==> src/rtl/sid_rx.sv <==
// Receive-side student-ID reader: polls the UART over the rib bus, packs the ASCII digits it
// receives into BCD, and compares the result with the expected ID.
module sid_rx #(
  parameter logic [31:0]        UART_BASE = 32'h3000_0000,
  parameter int unsigned        DEPTH     = 10,
  parameter logic [4*DEPTH-1:0] EXP_BCD   = 40'h20233_10655,
  parameter logic [31:0]        TIMEOUT   = 32'd100000
) (
  input  logic               clk,
  input  logic               rst,
  input  logic               start_i,
  output logic               done_o,
  output logic               busy_o,
  output logic [4*DEPTH-1:0] bcd_o,
  output logic [3:0]         cnt_o,
  output logic               match_o,
  output logic               err_o,
  output logic               rx_mem_req_o,
  output logic               rx_mem_we_o,
  output logic [31:0]        rx_mem_addr_o,
  output logic [31:0]        rx_mem_wdata_o,
  input  logic               rx_mem_gnt_i,
  input  logic [31:0]        rx_mem_rdata_i
);

  localparam int unsigned BcdW       = 4 * DEPTH;
  localparam logic [31:0] StatusAddr = UART_BASE + 32'd4;
  localparam logic [31:0] RxdataAddr = UART_BASE + 32'd16;
  localparam logic [3:0]  DepthCnt   = 4'(DEPTH);

  typedef enum logic [2:0] {StIdle, StPoll, StRead, StClear, StDone} state_e;

  state_e            state_q;
  logic [BcdW-1:0]   bcd_q;
  logic [3:0]        cnt_q;
  logic              err_q, match_q, done_q, term_q;
  logic              req_q, we_q;
  logic [31:0]       addr_q, wdata_q, tmo_q;

  logic [7:0] rx_byte;
  logic       is_digit, is_eol;
  logic       unused_rdata;

  assign rx_byte      = rx_mem_rdata_i[7:0];
  assign is_digit     = (rx_byte >= 8'h30) && (rx_byte <= 8'h39);
  assign is_eol       = (rx_byte == 8'h0a) || (rx_byte == 8'h0d);
  assign unused_rdata = ^rx_mem_rdata_i[31:8];

  always_ff @(posedge clk or negedge rst) begin
    if (!rst) begin
      state_q <= StIdle;
      bcd_q   <= '0;
      cnt_q   <= '0;
      err_q   <= 1'b0;
      match_q <= 1'b0;
      done_q  <= 1'b0;
      term_q  <= 1'b0;
      req_q   <= 1'b0;
      we_q    <= 1'b0;
      addr_q  <= '0;
      wdata_q <= '0;
      tmo_q   <= '0;
    end else begin
      done_q <= 1'b0;
      unique case (state_q)
        StIdle: begin
          if (start_i) begin
            bcd_q   <= '0;
            cnt_q   <= '0;
            err_q   <= 1'b0;
            match_q <= 1'b0;
            term_q  <= 1'b0;
            tmo_q   <= '0;
            req_q   <= 1'b1;
            we_q    <= 1'b0;
            addr_q  <= StatusAddr;
            state_q <= StPoll;
          end
        end
        StPoll: begin
          if (rx_mem_gnt_i && rx_mem_rdata_i[1]) begin
            tmo_q   <= '0;
            addr_q  <= RxdataAddr;
            state_q <= StRead;
          end else if (tmo_q + 32'd1 >= TIMEOUT) begin
            // Ungranted cycles count too, so a stalled bus also times out.
            tmo_q   <= tmo_q + 32'd1;
            err_q   <= 1'b1;
            match_q <= 1'b0;
            done_q  <= 1'b1;
            req_q   <= 1'b0;
            addr_q  <= '0;
            state_q <= StDone;
          end else begin
            tmo_q <= tmo_q + 32'd1;
          end
        end
        StRead: begin
          if (rx_mem_gnt_i) begin
            if (is_digit) begin
              if (cnt_q < DepthCnt) begin
                bcd_q <= {bcd_q[BcdW-5:0], rx_byte[3:0]};
                cnt_q <= cnt_q + 4'd1;
              end
            end else if (is_eol) begin
              // A line end before any digit is a leftover from the previous line.
              if (cnt_q != 4'd0) term_q <= 1'b1;
            end else begin
              err_q <= 1'b1;
            end
            we_q    <= 1'b1;
            addr_q  <= StatusAddr;
            wdata_q <= '0;
            state_q <= StClear;
          end
        end
        StClear: begin
          if (rx_mem_gnt_i) begin
            we_q <= 1'b0;
            if (term_q || (cnt_q == DepthCnt)) begin
              done_q  <= 1'b1;
              match_q <= !err_q && (cnt_q == DepthCnt) && (bcd_q == EXP_BCD);
              req_q   <= 1'b0;
              addr_q  <= '0;
              state_q <= StDone;
            end else begin
              state_q <= StPoll;
            end
          end
        end
        StDone: state_q <= StIdle;
        default: state_q <= StIdle;
      endcase
    end
  end

  assign done_o         = done_q;
  assign busy_o         = (state_q != StIdle);
  assign bcd_o          = bcd_q;
  assign cnt_o          = cnt_q;
  assign match_o        = match_q;
  assign err_o          = err_q;
  assign rx_mem_req_o   = req_q;
  assign rx_mem_we_o    = we_q;
  assign rx_mem_addr_o  = addr_q;
  assign rx_mem_wdata_o = wdata_q;

endmodule

==> config.mk <==
export PLATFORM = sky130hd
export DESIGN_NAME = sid_rx
export DESIGN_NICKNAME = d
export VERILOG_FILES = /design/src/rtl/sid_rx.sv
export SDC_FILE = /design/constraint.sdc
export NUM_CORES = 1
export LEC_CHECK = 0
export ABC_AREA = 1
export CAP_MARGIN = 20
export CORE_UTILIZATION = 45
export CTS_BUF_LIST = sky130_fd_sc_hd__clkbuf_4 sky130_fd_sc_hd__clkbuf_8
export DETAILED_ROUTE_END_ITERATION = 16
export PLACE_DENSITY = 0.87
export SLEW_MARGIN = 20
export SYNTH_ARGS = -nofsm -noshare
export SYNTH_HDL_FRONTEND = slang
export SYNTH_SLANG_ARGS = --single-unit
==> constraint.sdc <==
create_clock -name clk -period 1.72 [get_ports clk]
set_input_delay 0.258 -clock clk [delete_from_list [all_inputs] [get_ports clk]]
set_output_delay 0.258 -clock clk [all_outputs]
set_load 0.05 [all_outputs]
======== Word-level counts from Yosys, hierarchy flattened ========
Index checks and enable logic that the tools add are counted.
cells by class
  equality and inequality tests ........... 20
  add/subtract/negate cells ............... 2
  $lt $le $gt $ge ......................... 4
  reductions and logical operators ........ 24
  shift operators ......................... 0
  bitwise operators ....................... 0
  multipliers ............................. 0
  multiplexer cells ....................... 56
  divide/modulo/power cells ............... 0
operators with widths
  operator                                                              number
  2-to-1 mux 32 bit                                                     8
  2-to-1 mux 40 bit                                                     4
  case mux 32 bit (4 select lines)                                      1
  case mux 40 bit (2 select lines)                                      1
  case mux 32 bit (2 select lines)                                      1
  == test 40 x 38 -> 1 bit (second input constant)                      1
  adder 32 x 1 -> 32 bit (second input constant)                        1
  greater-or-equal comparator 32 x 17 -> 1 bit (second input constant)  1
  != test 2 bit (second input constant)                                 12
  2-to-1 mux 1 bit                                                      23
  2-to-1 mux 3 bit                                                      6
  AND reduction 6 bit                                                   3
  == test 8 x 4 -> 1 bit (second input constant)                        2
  2-to-1 mux 4 bit                                                      4
  case mux 1 bit (3 select lines)                                       4
  case mux 3 bit (4 select lines)                                       1
  nonzero test 3 bit                                                    4
  greater-or-equal comparator 8 x 6 -> 1 bit (second input constant)    1
  <= comparator 8 x 6 -> 1 bit (second input constant)                  1
  case mux 4 bit (2 select lines)                                       1
  AND reduction 4 bit                                                   2
  nonzero test 4 bit                                                    2
  AND reduction 7 bit                                                   1
  == test 3 x 2 -> 1 bit (second input constant)                        2
  13 further kinds                                                      19
word-level totals
  output and inout bits ................... 114
  latch bits .............................. 0
  bits in writable memories ............... 0
  ROM bits ................................ 0
  register bits after elaboration ......... 117
  memories kept ........................... 0

======== Longest topological paths before layout ========
  depth after elaboration ................. 6
  mapped depth ............................ 16

======== Least setup slack after synthesis ========
OpenSTA, ideal clock, no wires.
  kind .................................... register to register
  from .................................... reg state_q[2]
  to ...................................... reg tmo_q[2]
  stages on the path, launching flop included .. 15
  slack ................................... -226 ps
  setup time .............................. 126 ps
  data arrival time ....................... 1820 ps
  required time ........................... 1594 ps
  path through ............................ dfrtp_1 nor2_2 inv_2 nor2_2 inv_2 or2_1 nand2_2 nor2_2 inv_2 nor2_2 nor2_4 inv_2 buf_6 a21oi_1 a21oi_1
on the way
  word-level cells in the longest chain between the ends .. 3
RTL lines
  element                                                               line  RTL
  start, declared                                                       33    state_e state_q;
  start signal, assigned                                                51    state_q <= StIdle;
  start signal, assigned                                                77    state_q <= StPoll;
  start signal, assigned                                                84    state_q <= StRead;
  == test 3 x 1 -> 1 bit / logical NOT 3 bit (equally long branches)    65    unique case (state_q)
  nonzero test 2 bit (no line) / != test 2 bit (equally long branches)  n/a
  AND reduction 2 bit (no line)                                         n/a
  end signal, assigned                                                  87    tmo_q <= tmo_q + 32'd1;
  end signal, assigned                                                  95    tmo_q <= tmo_q + 32'd1;
  end, declared                                                         38    logic [31:0] addr_q, wdata_q, tmo_q;
Parallel ways exist; a longest one is shown, timed or not.
A chain may end at the register's enable or synchronous reset.

======== Worst setup path in the final report ========
  from .................................... reg tmo_q[12]
  to ...................................... reg state_q[0]
on the way
  word-level cells in the longest chain between the ends .. 4
RTL lines
  element                                       line  RTL
  adder 32 x 1 -> 32 bit                        85    end else if (tmo_q + 32'd1 >= TIMEOUT) begin
  greater-or-equal comparator 32 x 17 -> 1 bit  85
  != test 3 bit (no line)                       n/a
  AND reduction 4 bit (no line)                 n/a
  end signal, assigned                          77
  end signal, assigned                          84
  end signal, assigned                          93    state_q <= StDone;
No other way between the ends.

==> results.md <==
- Die ar.: approximately 0.012 mm²
- Fin nets: 894
- Final worst slack: -0.692 ns
- Row count: 38
- Placed insts: 948
- CTS tree: done
- Dpl hpwl: 10,300 µm
- Routed length per instance: about 20 µm
- Worst-Skew Late Latency: roughly 0.40 ns
- Post-DRT Antenna Nets: 0
- Critical Path AT: between 2 and 3 ns
- Critical Path Fanout Max: 6
- CP Buf/Inv Count: 1
- Fmax: 415 MHz
- # port buffers: 65
- Sequential cell area: 0.00220 mm²
- Mapped Cells: 677
- First-pass detailed-route iteration total: 6
- Vias in the first global route: 5,484
- Hold Vio Cnt, Final: 0
- Reg-to-reg setup timing slack: -0.69 ns
- Number of fill cells: 740
- CP startpoint kind: flop
- Total via count in the routed design: between 5,000 and 6,000
- Failing checks: setup timing
- Prevailing post-synth register cell: dfrtp_1
- HP Class: input pin to asynchronous set/reset pin
- Total wire length: 20,200 µm
- Required @ worst endpoint: 2.05 ns
- Io pins: 150
- Reg2reg start: tmo_q[12]
- Global-route wire length before repair: 27,000 µm
- Non-filler cells, final: 999
- Synth warn: 0
- Num CTS Buffers: 9
- VDD IR-drop max: 1.24 mV
- Library cells used by synthesis: 36
- Die H: 110 µm
- Final period utilization: 140%
- Layout cells sized above 1: between 40% and 50%
- Placer congestion estimate: 0.963
- GRT overflow: 0
- R2R cell count: 12
- Commonest cells post-synth: nand2_1 (160), inv_1 (99), dfrtp_1 (88)
- Area occupied by multi-input gates: 0.00310 mm²
- Critical Path, Cell by Cell: nand2_1, nor2_2, nand2_1, nor2_4, buf_4, xor2_1, nor2_1, nand2_2, nand4_4, nand2_4, nor2_2, nor2_2
- Synthesis-stage register bit count: between 80 and 90
- Placed cell areas: approximately 0.0063 mm²
- Max incr delay on CP: 0.43 ns
- Final instance area: a little under 0.008 mm²
- Post-synth ARST share: 100%
- Minimum clock period: 2.41 ns
- Area grow syn2layout: 49.1%
- Initial drt markers: 617
- Static Leak: 3.61 nW
- CTS HTree Levels: 3
- RSZ-0062 raised after global routing: true
- GRT Util Overall: 29.7%
- Relative slew slack: about 67%
- Sequential share of the synthesized area: 42.2%
- Max Slew Vio Count: 0
- Power Density: 1240 mW/mm²
- Max Cap Viol: 0
- Crit end category: flop
- Worst slew pin tran: 0.489 ns
- CP dominant cell by count: nor2_2
- Yosys top cell by area: dfrtp_1
- Clock sinks: about 90
- Synthesized area: 0.00522 mm²
- Via density: 5.71
- Drt drc: 0
- Status: finished with violations
- Reg2reg end: state_q[0]
- CTS Buffer Depth: 2
- Antenna violations before repair: 0
- N_diodes: 0
- Cell family with most CP delay: simple AND/OR/NAND/NOR gates
- Die X-Extent: approximately 110 µm
- Critical path class: flop to flop
- Core area: roughly 0.011 mm²
- Mean post-synth cell area: 7.71 µm²
- Top post-synthesis cells by area: dfrtp_1 (42%), nand2_1 (12%), buf_4 (8.8%), inv_1 (7.1%), o22ai_1 (6.0%)
- Final count of negative-setup-slack endpoints: 86
- Root Buffer: clkbuf_8
- Top-count cell post-synth: nand2_1
- Post-synth top area share: 42.2%
- CP max stage cell: dfrtp_1
- Initial Util: 47.1%
- Reg clk slew, reported paths: 0.11 ns
- Post-synth EDFFs: 0
- Post-route clock skew: 0.0127 ns
- Largest net degree at the start of global routing: 33
placed cells by master (no fill, tap or decap), types with 7 or more instances in the layout:
cell type	instances
a21oi_1	7
buf_12	13
buf_4	144
clkbuf_8	9
clkdlybuf4s50_1	10
conb_1	60
dfrtp_1	86
inv_1	96
nand2_1	136
nand2_2	27
nand2_4	7
nand3_1	25
nand4_1	12
nor2_1	31
nor2_2	17
nor2_4	21
o21ai_2	21
o22ai_2	37
o22ai_4	10
sequential cells by signal, summed over array words and instances (netlist names), 3 cells and up:
register / flops
state_q: 3
tmo_q: 32
rx_mem_addr_o: 3
bcd_o: 40
cnt_o: 4
final cells by class:
| type | instances | area share (%) |
|---|---|---|
| sequential | 88 | 28.3 |
| tap | 140 | 2.25 |
| inverter | 105 | 5.31 |
| multi-input combinational | 469 | 39.9 |
| clock buffer | 9 | 1.59 |
| clock inverter | 7 | 1.30 |
| timing repair buffer | 181 | 21.3 |
logic make-up (layout without fill, tap and decap cells):
group	count (synthesis)	after routing	share of synthesized area (%)
compound gates	101	101	11.3
xor+xnor	4	4	0.671
fa+ha+maj	4	4	0.959
buf+inv	179	302	17.6
flops	88	88	42.2
other cells	1	60	0.0719
simple gates	300	300	27.3
per-stage QoR:
stage,utilization [%],hold WS [ns],power (mW),TNS [ns],worst slack (ns)
floorplan,-,-0.0376,4.60,-8.45,-0.165
global placement,56.9,0.232,5.54,-19.83,-0.324
detailed placement,56.9,0.232,5.61,-24.26,-0.401
CTS,65.5,0.401,8.77,-11.25,-0.363
global route,70.2,0.452,9.90,-24.81,-0.765
finish,70.2,0.370,9.64,-21.58,-0.692
power by group:
part	leakage [nW]	switching [mW]	internal, mW
Combinational	2.29	3.32	2.20
Sequential	1.21	0.172	2.24
Clock	0.112	0.882	0.837
metal layers:
layer | routed length, µm | GRT usage [%]
met1 | 7060 | 34.7
met3 | 1810 | 6.94
met4 | 1220 | 16.4
met2 | 10100 | 50.4
met5 | 0 | 0
how the worst max path moves through the flow:
stage / from / end / slack [ns] / depth (start not counted)
global placement: rx_mem_rdata_i[1] / bcd_o[10] / -0.32 / 11
detailed placement: tmo_q[1] / err_o / -0.40 / 13
CTS: tmo_q[1] / err_o / -0.36 / 15
floorplan: state_q[2] / tmo_q[3] / -0.16 / 14
global route: tmo_q[12] / state_q[0] / -0.76 / 14
finish: tmo_q[12] / state_q[0] / -0.69 / 12
timing repair:
item                                    4_1_cts  5_1_grt
resized for setup                            80      132
pin swaps                                    15       35
cloned                                        7        2
endpoints found under the hold margin        30        0
endpoints found under the setup margin       83       88
hold buffers                                  1        0
setup buffers                                20       18
(Power assumes the default switching activity.)
